$ cat src/rtl/uart_tx_fifo_if.sv
// uart_tx_fifo_if: host write port, status flags and UART start/done link
// of the uart_tx_fifo byte buffer, bundled so the buffer and its
// environment share one set of signal names.
//
// Handshake semantics (host side): a byte is offered on wr_data whenever
// wr_en=1 and is accepted on that clock edge unless full=1, in which case it
// is dropped and overflow becomes sticky until clr_err.
// Handshake semantics (UART side): tx_start is a one-cycle pulse, tx_data is
// valid from that cycle and stays stable until the UART reports completion
// with a rising edge on tx_done; only rising edges count, so tx_done may be
// a level.
interface uart_tx_fifo_if #(
    parameter int DW = 8,
    parameter int AW = 4
);
    logic          wr_en;
    logic [DW-1:0] wr_data;
    logic          clr_err;
    logic          full;
    logic          empty;
    logic [AW:0]   count;
    logic          busy;
    logic          overflow;
    logic          tx_start;
    logic [DW-1:0] tx_data;
    logic          tx_done;
    logic [15:0]   bytes_sent;
    logic [1:0]    dbg_state;

    // Environment side: host writer plus the UART transmitter.
    modport master (
        output wr_en, wr_data, clr_err, tx_done,
        input  full, empty, count, busy, overflow,
               tx_start, tx_data, bytes_sent, dbg_state
    );

    // Buffer side.
    modport slave (
        input  wr_en, wr_data, clr_err, tx_done,
        output full, empty, count, busy, overflow,
               tx_start, tx_data, bytes_sent, dbg_state
    );
endinterface

$ cat src/rtl/uart_tx_fifo.sv
// uart_tx_fifo: DEPTH x DW byte buffer in front of a UART transmitter.
// The host writes at full clock rate; a three-state drain FSM hands bytes to
// the UART one at a time (start pulse, held data, wait for a done edge).
// Writes into a full buffer are dropped and raise a sticky overflow flag.
// Optional macro UART_TX_FIFO_STATS_EN builds a 16-bit completed-byte counter
// on bytes_sent; without it bytes_sent is tied to zero.
// dbg_state exposes the drain FSM state (0 IDLE, 1 START, 2 WAIT).
module uart_tx_fifo #(
    parameter int DEPTH = 16,   // power of two, at least 2
    parameter int AW    = 4,    // log2(DEPTH)
    parameter int DW    = 8
) (
    input  logic           clk,
    input  logic           rst,
    uart_tx_fifo_if.slave  bus
);

    typedef enum logic [1:0] {
        S_IDLE  = 2'd0,
        S_START = 2'd1,
        S_WAIT  = 2'd2
    } state_e;

    localparam logic [AW:0] DEPTH_C = (AW+1)'(DEPTH);

    logic [DW-1:0] mem_q [DEPTH];
    logic [AW-1:0] wr_ptr_q, wr_ptr_d;
    logic [AW-1:0] rd_ptr_q;
    logic [AW:0]   count_q, count_d;
    logic          overflow_q, overflow_d;
    logic          done_q;
    state_e        state_q;
    logic          tx_start_q;
    logic [DW-1:0] tx_data_q;
    logic [15:0]   bytes_sent_q;

    logic full, empty, push, drop, pop, done_pulse, complete;

    // Flags come from the registered count, so a write that meets a full
    // buffer is dropped even if the FSM pops in the same cycle.
    assign full       = (count_q == DEPTH_C);
    assign empty      = (count_q == '0);
    assign push       = bus.wr_en && !full;
    assign drop       = bus.wr_en && full;
    assign pop        = (state_q == S_IDLE) && !empty;
    assign done_pulse = bus.tx_done & ~done_q;
    // Only an edge seen while waiting finishes a byte; edges in IDLE/START
    // are ignored and a level already high on entry to WAIT needs a new edge.
    assign complete   = (state_q == S_WAIT) && done_pulse;

    // Next write pointer, occupancy and sticky overflow (a drop beats clr_err).
    always_comb begin
        wr_ptr_d   = wr_ptr_q;
        count_d    = count_q;
        overflow_d = overflow_q;
        if (push) begin
            wr_ptr_d = wr_ptr_q + AW'(1);
        end
        case ({push, pop})
            2'b10:   count_d = count_q + (AW+1)'(1);
            2'b01:   count_d = count_q - (AW+1)'(1);
            default: count_d = count_q;
        endcase
        if (bus.clr_err) begin
            overflow_d = 1'b0;
        end
        if (drop) begin
            overflow_d = 1'b1;
        end
    end

    // Write-side bookkeeping and the tx_done edge detector register.
    always_ff @(posedge clk or posedge rst) begin
        if (rst) begin
            wr_ptr_q   <= '0;
            count_q    <= '0;
            overflow_q <= 1'b0;
            done_q     <= 1'b0;
        end else begin
            wr_ptr_q   <= wr_ptr_d;
            count_q    <= count_d;
            overflow_q <= overflow_d;
            done_q     <= bus.tx_done;
        end
    end

    // Byte storage; contents need no reset because the pointers gate reads.
    always_ff @(posedge clk) begin
        if (push) begin
            mem_q[wr_ptr_q] <= bus.wr_data;
        end
    end

    // Drain FSM with registered tx_start/tx_data; the byte is taken out of
    // the buffer in IDLE so count excludes the byte in flight.
    always_ff @(posedge clk or posedge rst) begin
        if (rst) begin
            state_q    <= S_IDLE;
            rd_ptr_q   <= '0;
            tx_start_q <= 1'b0;
            tx_data_q  <= '0;
        end else begin
            case (state_q)
                S_IDLE: begin
                    if (pop) begin
                        tx_data_q  <= mem_q[rd_ptr_q];
                        rd_ptr_q   <= rd_ptr_q + AW'(1);
                        tx_start_q <= 1'b1;
                        state_q    <= S_START;
                    end
                end
                S_START: begin
                    tx_start_q <= 1'b0;
                    state_q    <= S_WAIT;
                end
                S_WAIT: begin
                    if (complete) begin
                        state_q <= S_IDLE;
                    end
                end
                default: begin
                    tx_start_q <= 1'b0;
                    state_q    <= S_IDLE;
                end
            endcase
        end
    end

`ifdef UART_TX_FIFO_STATS_EN
    // Completed-byte counter, wraps naturally at 16 bits.
    always_ff @(posedge clk or posedge rst) begin
        if (rst) begin
            bytes_sent_q <= '0;
        end else if (complete) begin
            bytes_sent_q <= bytes_sent_q + 16'd1;
        end
    end
`else
    assign bytes_sent_q = '0;
`endif

    assign bus.full       = full;
    assign bus.empty      = empty;
    assign bus.count      = count_q;
    assign bus.busy       = (state_q != S_IDLE);
    assign bus.overflow   = overflow_q;
    assign bus.tx_start   = tx_start_q;
    assign bus.tx_data    = tx_data_q;
    assign bus.bytes_sent = bytes_sent_q;
    assign bus.dbg_state  = state_q;

endmodule

$ cat src/flat_wrapper.sv
// flat-port wrapper written by rule: the top's interface ports become plain ports
module uart_tx_fifo_flat 
#(
    parameter int DEPTH = 16,                              
    parameter int AW    = 4,                  
    parameter int DW    = 8
)
  (clk, rst, bus_wr_en, bus_wr_data, bus_clr_err, bus_tx_done, bus_full, bus_empty, bus_count, bus_busy, bus_overflow, bus_tx_start, bus_tx_data, bus_bytes_sent, bus_dbg_state);
  uart_tx_fifo_if #(.DW(DW), .AW(AW)) bus_i ();
  input  logic clk;
  input  logic rst;
  input wire logic [$bits(bus_i.wr_en)-1:0] bus_wr_en;
  input wire logic [$bits(bus_i.wr_data)-1:0] bus_wr_data;
  input wire logic [$bits(bus_i.clr_err)-1:0] bus_clr_err;
  input wire logic [$bits(bus_i.tx_done)-1:0] bus_tx_done;
  output wire logic [$bits(bus_i.full)-1:0] bus_full;
  output wire logic [$bits(bus_i.empty)-1:0] bus_empty;
  output wire logic [$bits(bus_i.count)-1:0] bus_count;
  output wire logic [$bits(bus_i.busy)-1:0] bus_busy;
  output wire logic [$bits(bus_i.overflow)-1:0] bus_overflow;
  output wire logic [$bits(bus_i.tx_start)-1:0] bus_tx_start;
  output wire logic [$bits(bus_i.tx_data)-1:0] bus_tx_data;
  output wire logic [$bits(bus_i.bytes_sent)-1:0] bus_bytes_sent;
  output wire logic [$bits(bus_i.dbg_state)-1:0] bus_dbg_state;
  assign bus_i.wr_en = bus_wr_en;
  assign bus_i.wr_data = bus_wr_data;
  assign bus_i.clr_err = bus_clr_err;
  assign bus_i.tx_done = bus_tx_done;
  assign bus_full = bus_i.full;
  assign bus_empty = bus_i.empty;
  assign bus_count = bus_i.count;
  assign bus_busy = bus_i.busy;
  assign bus_overflow = bus_i.overflow;
  assign bus_tx_start = bus_i.tx_start;
  assign bus_tx_data = bus_i.tx_data;
  assign bus_bytes_sent = bus_i.bytes_sent;
  assign bus_dbg_state = bus_i.dbg_state;
  uart_tx_fifo #(.DEPTH(DEPTH), .AW(AW), .DW(DW)) u_core (.clk(clk), .rst(rst), .bus(bus_i));
endmodule
$ cat config.mk
export PLATFORM = sky130hd
export DESIGN_NAME = uart_tx_fifo_flat
export DESIGN_NICKNAME = d
export VERILOG_FILES = /design/src/rtl/uart_tx_fifo_if.sv /design/src/rtl/uart_tx_fifo.sv /design/src/flat_wrapper.sv
export SDC_FILE = /design/constraint.sdc
export NUM_CORES = 1
export LEC_CHECK = 0
export ABC_AREA = 1
export CELL_PAD_IN_SITES_DETAIL_PLACEMENT = 1
export CELL_PAD_IN_SITES_GLOBAL_PLACEMENT = 2
export CORE_MARGIN = 4
export CORE_UTILIZATION = 41
export DETAILED_ROUTE_END_ITERATION = 10
export PLACE_DENSITY = 0.86
export SYNTH_ARGS = -nofsm -noshare
export SYNTH_HDL_FRONTEND = slang
export SYNTH_SLANG_ARGS = --single-unit
$ cat constraint.sdc
create_clock -name clk -period 5.1 [get_ports clk]
set_input_delay 1.02 -clock clk [delete_from_list [all_inputs] [get_ports clk]]
set_output_delay 1.02 -clock clk [all_outputs]
set_load 0.02 [all_outputs]
# ---- Word-level counts from Yosys, hierarchy flattened
# Memory sizes are Yosys's and may differ from the RTL's. A register that Yosys moved wholly into a read port is not among the register bits.
# Cells that the tools add are included.
dict set report word_totals {
  reg_bits 18
  word_cells 46
  output_inout_bits 36
  memories 1
  ramBits 128
  in_bits 13
}
dict set report classes {
  n_mux 10
  addsub 4
  reduce_logical 14
  n_eq_ne 7
  n_bitwise 3
}
# name depth width rd rd_clocked_by_memory_dff write_ports line
set memory_table {}
lappend memory_table {u_core.mem_q 16 8 1 1 1 uart_tx_fifo.sv:26} ;# logic [DW-1:0] mem_q [DEPTH];
# cell count
set op_table {}
lappend op_table {{$pmux 5 s2} 1}
lappend op_table {{$add 4x1->4 const B} 2}
lappend op_table {{$pmux 2 s3} 1}
lappend op_table {{$reduce_and 2->1} 3}
lappend op_table {{$reduce_bool 2->1} 3}
lappend op_table {{$add 5x1->5 const B} 1}
lappend op_table {{$eq 5x5->1 const B} 1}
lappend op_table {{$logic_not 5->1} 1}
lappend op_table {{$mux 1} 5}
lappend op_table {{$sub 5x1->5 const B} 1}
lappend op_table {{$eq 2x1->1 const B} 2}
lappend op_table {{$eq 2x2->1 const B} 2}
lappend op_table {{$logic_and 1x1->1} 4}
lappend op_table {{$mux 2} 2}
lappend op_table {{$ne 2x1->1 const B} 2}
lappend op_table {{$logic_not 1->1} 2}
lappend op_table {{$logic_not 2->1} 1}
lappend op_table {{$not 1->1} 2}
lappend op_table {{$pmux 1 s2} 1}
lappend op_table {{$and 1x1->1} 1}

# ---- Longest topological paths before layout
dict set report depth {
  ltp_word 5
  ltp_mapped 17
  ltp_nobuf 16
}

# ---- Worst setup path after synthesis
# No wires, ideal clock.
dict set report synth_timing {
  kind {register to register}
  startpoint {reg u_core.count_q[0], in the netlist u_core.bus.count[0]}
  endpoint {reg u_core.count_q[4], in the netlist u_core.bus.count[4]}
  stages_incl_launch_ff 18
  period_less_slack_ns 2.497
  arrival_ns 2.380
  setup_slack_ns 2.603
  required_ns 4.983
  path_buffers 1
  path_cell_list {dfrtp_1 nor2_1 nand2_1 nor2_2 inv_1 nand2_2 buf_2 inv_1 ha_1 xor2_1 ha_1 inv_1 nand2_1 nand3_1 nand2_1 xor2_1 nand2_1 nand2_1}
}
dict set report synth_between {
  elab_chain_len 5
  word_cells_on_any_way 12
  classes_between {add/sub: 2; eq/ne: 3; mux: 1; reduce/logical: 6}
}
# element line
set synth_rtl {}
lappend synth_rtl {{start: declaration} uart_tx_fifo.sv:29} ;# logic [AW:0] count_q, count_d;
lappend synth_rtl {{start signal: assignment} uart_tx_fifo.sv:81} ;# count_q <= count_d;
lappend synth_rtl {{$logic_not 5->1 (*)} uart_tx_fifo.sv:42} ;# assign empty = (count_q == '0);
lappend synth_rtl {{named net bus_empty} flat_wrapper.sv:17} ;# output wire logic [$bits(bus_i.empty)-1:0] bus_empty;
lappend synth_rtl {{$logic_not 1->1 (*)} uart_tx_fifo.sv:45} ;# assign pop = (state_q == S_IDLE) && !empty;
lappend synth_rtl {{$logic_and 1x1->1 (*)} uart_tx_fifo.sv:45}
lappend synth_rtl {{$eq 2x1->1 or $eq 2x2->1 (tied branches)} uart_tx_fifo.sv:59} ;# case ({push, pop})
lappend synth_rtl {{$pmux 5 s2 or $reduce_bool 2->1 (tied branches)} -}
# The timed path passes the listed nets; every way through them passes the cells marked *.
# A chain may end at the register's enable or synchronous reset.

# ---- Worst setup path in the final report
dict set report layout_timing {
  startpoint {reg u_core.count_q[2], in the netlist u_core.bus.count[2]}
  endpoint {out bus_empty}
}
dict set report layout_between {
  elab_chain_len 1
}
# element line
set layout_rtl {}
lappend layout_rtl {{$logic_not 5->1} uart_tx_fifo.sv:42}
lappend layout_rtl {{end: declaration} flat_wrapper.sv:17}
# Every way passes these cells.

==> results.md <==
Outcome:
- The run finished with clean final reports.

Critical path:
- The sort of element at the end of the critical path is a primary output.
- Along the worst path, the maximum fanout reaches 5.
- The worst setup path is of the flop to primary output kind.
- The number of cells on the worst reg-to-reg path is 10.
- Traced cell by cell, the critical path runs through nor2_1 > nand2_1 > nor2_2 > clkdlybuf4s50_1.
- Across all register-to-register paths, the minimum setup slack is ~2.5 ns.
- On the critical path, the stage with the largest delay is an instance of clkdlybuf4s50_1.
- The data arrival time at the worst-slack endpoint is between 1.5 and 2 ns.
- On the worst path, the slowest cell contributes a delay of around 0.63 ns.
- The critical register-to-register path startpoint is u_core.rd_ptr_q[0].
- The worst path buffer plus inverter count is 1.
- The endpoint of the worst-slack reg-to-reg timing path is u_core.bus.tx_data[7].
- The data required time of the worst path is between 4 and 5 ns.
- Broken down by cell family, the worst path's largest delay share belongs to buffers and inverters.
- The category of the worst setup path launch point is a flop.

Floorplan:
- The number of primary I/O pins is 49.
- The die covers slightly below 20,000 um^2.
- The total core area is around 17,000 um^2.
- The row count is 47.
- The chip height is around 140 um.
- For this configuration, the core starts out at a cell density of between 40% and 50%.
- The floorplan step set the die width to roughly 140 um.

Pwr:
- The analysis attributes to cell leakage a power of between 3 and 4 nW.
- The worst-case IR drop observed on VDD is about 270 uV.
- Cell internal power was estimated by the tool at 0.00282 W.
- The switching power share of the total is about two fifths.
- The power per cell area is just under 600 nW/um^2.
- The power spent charging and discharging nets is 0.00179 W.
- In this run, the combinational gates consume 37.1% of the power.
- The total chip power is between 0.004 and 0.005 W.
- The clock share of power is approximately 26%.
- Sequential cells burn approximately 37% of the power.

Timing:
- The number of slew-limit violations in the final report was 0.
- Of the available clock period, the critical path in the final layout requires 57.2%.
- Setup repair after global routing left no endpoint under its margin.
- The final worst hold slack is roughly 0.48 ns.
- The final-report hold violation count is 0.
- In this run the tightest slew margin relative to its limit is approximately 22%.
- Based on the critical path, the design can be clocked at up to around 340 MHz.
- The post-route minimum period is 2.92 ns.
- For the pin with the worst max-slew slack, the measured transition is ~1.2 ns.
- The final setup violation count is 0.
- The maximum clock skew at final layout is 0.00986 ns.
- The final setup TNS is 0 ns.

Logic synthesis:
- The top cell type by area accounts for roughly 55% of the synthesized area.
- Among all flip-flop cells after synthesis, the most frequent one is edfxtp_1.
- The cell with the most instances after synthesis is nand2_1.
- The post-synth design cell area is 7000 um^2.
- The synthesized netlist contains 25 unique library cells.
- The synthesized design contains between 150 and 200 register bits.
- In the synthesized netlist, mux cells make up 0% of the area.
- By count the netlist is led by nand2_1 (220), edfxtp_1 (128), inv_1 (121).
- The post-synthesis adder-cell area fraction is ~1.6%.
- Yosys printed 0 warnings.
- The post-synthesis compound-gate area fraction is 0.840%.
- Synthesis produced 699 cells.
- After synthesis, flip-flops and latches occupy around 64% of the total area.
- Ranked by total cell area, the synthesized netlist is headed by edfxtp_1 (55%), nand2_1 (12%), dfrtp_1 (9.3%).
- The largest family of logic cells by synthesized area is simple AND/OR/NAND/NOR gates.
- For this run, asynchronously set or reset flops after synthesis account for about 17%.
- The post-synthesis share of cell area spent on and, or, nand and nor gates is a little over a fifth.
- The share of the synthesized netlist area taken by xor and xnor gates is ~1.3%.
- The synthesized area per cell is 10.0 um^2.
- The synthesized design spends more area on one cell type than any other, namely edfxtp_1.
- The number of enable flip-flop cells after synthesis is roughly 130.

Clock tree:
- Buffers inserted during clock tree synthesis total 17.
- The maximum clock path buffer count is 2.
- The tree built by TritonCTS fans out to around 150 sinks.
- The later-pin clock latency in the skew report is roughly 0.42 ns.
- The clock tree root buffer cell is clkbuf_16.
- Clock-pin slew was measured on the worst setup and hold paths at 0.06 ns.
- TritonCTS built the clock tree.
- The number of cells upsized or downsized after cts is 0.
- The post-CTS repair timing setup buffer count is 0.
- In this run the number of H-tree levels came out at 4.
- The number of buffers added to fix hold violations after cts is 0.

Drt:
- The first detailed-routing pass took 6 iterations.
- The number of DRC violations after detailed-routing iteration 0 is between 300 and 400.
- In the routed design, unresolved DRC markers number 0.
- The routed layout has between 4,000 and 5,000 vias.
- The detailed-route wire length per cell is roughly 18 um.
- The vias per cell is about 4.9.
- The count of antenna-violating nets left after detailed routing is 0.
- Summed over all layers, the routed wires come to ~18 mm.

Placed design:
- The weighted congestion reported at the end of routability-driven placement is ~0.85.
- In this run, placement finished with an instance count of slightly above 900.
- The count of buffers added on input and output ports is 32.
- The HPWL after detailed placement is approximately 12 mm.

Flow run:
- Max-cap violations in this run came to 0.

Global routing:
- The first global-routing pass estimated around 27 mm of wire.
- The initial antenna violation count came to 0.
- The number of global-route vias before repair is roughly 5,000.
- For this run, the total global-route usage over all layers was measured as 18.8%.
- The total overflow left after global routing is 0.
- Entering global routing, the biggest net connects a little under 70 pins.

Layout:
- Compared with the post-synthesis result, the final layout area differs by 13.0%.
- The number of nets in the layout is approximately 750.
- The number of fill cells in the layout is approximately 1,900.
- The combined area of the multi-input logic cells is about 1800 um^2.
- The post-route core utilization is between 40 and 50%.
- 0 antenna diodes ended up in the layout.
- The sequential cell area is between 4000 and 5000 um^2.
- The final instance count without filler cells is ~960.
- In the final layout, the share of cells above drive strength 1 is 5.17%.

Min path:
- The endpoint of the worst hold-timing path is u_core.bus.tx_data[5].
- Along the worst hold path, the cell count comes to 2.
- The startpoint of the tightest hold check path is u_core.bus.tx_data[5].
- The worst hold path belongs to the class flop to flop.
## layout by cell type, fill, tap and decap left out, drive strengths merged
cell type and n:
dfrtp 26, o21ai 6, nand4 1, clkinvlp 3
a21oi 2, o21bai 1, nand2 223, xor2 9
clkinv 8, buf 2, nor2 9, nor3 12
clkbuf 18, nand3 102, clkdlybuf4s50 32, inv 124
a21boi 1, xnor2 1, ha 9, edfxtp 128
bufinv 2, conb 16
## worst reg2reg max path, cell delays in order, from the launching register on
cell	delay (ns)
dfrtp_2	0.39
buf_4	0.32
inv_2	0.94
nand2_1	0.18
nand2_1	0.13
nand2_1	0.06
nand3_1	0.13
nand3_1	0.17
nand2_1	0.14
nand2_1	0.06
nand2_1	0.06
## cell families after synthesis
kind of cell,count (synthesis)
and+or+nand+nor,347
other,1
buffers and inverters,168
xor gates and xnor gates,10
DFF,154
adders and majority gates,9
AOI/OAI and AO/OA,10
## worst max-delay path by stage
stage / startpoint / end / slack (ns) / depth (start not counted)
after floorplan: u_core.bus.count[0] / u_core.bus.count[4] / 2.60 / 17
after global placement: bus_wr_en / u_core.bus.count[4] / 1.88 / 12
after detailed placement: bus_wr_en / u_core.bus.count[4] / 1.86 / 11
after CTS: u_core.bus.count[2] / bus_full / 2.15 / 4
after global routing: u_core.bus.count[2] / bus_empty / 2.07 / 4
final: u_core.bus.count[2] / bus_empty / 2.18 / 4
## power by group through the flow
stage | clock network, W | registers, W | logic, W
after global placement | 0 | 0.00172 | 0.00167
after CTS | 0.00121 | 0.00171 | 0.00173
after detailed placement | 0 | 0.00173 | 0.00172
after global routing | 0.00127 | 0.00173 | 0.00190
final | 0.00119 | 0.00171 | 0.00171
after floorplan | 0 | 0.00175 | 0.00117
## per-layer routing
| layer | vias to the layer above | track usage [%] | part of all wire [%] |
|---|---|---|---|
| met5 | - | 0 | 0 |
| met4 | 0 | 5.10 | 1.7 |
| met3 | 27 | 3.93 | 4.1 |
| met2 | 111 | 31.9 | 50 |
| met1 | 2288 | 24.6 | 44 |
| li1 | 2242 | - | - |
## sequential cells by signal (all words and copies together) (netlist names)
| name | flops |
|---|---|
| u_core.bus.dbg_state | 2 |
| u_core.bus.tx_data | 8 |
| u_core.bus.count | 5 |
| u_core.bus.tx_start | 1 |
| u_core.mem_q | 128 |
| u_core.bus.overflow | 1 |
| u_core.wr_ptr_q | 4 |
| u_core.rd_ptr_q | 4 |
| u_core.done_q | 1 |
## cell type report
type,count,share of cell area (%)
flip-flops and latches,154,56.9
multi-input cells,392,22.5
inverters,124,5.89
clock buffers,18,5.43
repair buffers,34,4.24
well taps,220,3.48
clock inverters,13,1.61
## through the flow
step | worst slack (ns) | instance area, um^2
final | 2.18 | 7910
after detailed placement | 1.86 | 7350
after floorplan | 2.60 | 7050
after global routing | 2.07 | 7910
after CTS | 2.15 | 7910
after global placement | 1.88 | 7350
Power figures use the tool's default switching activity.
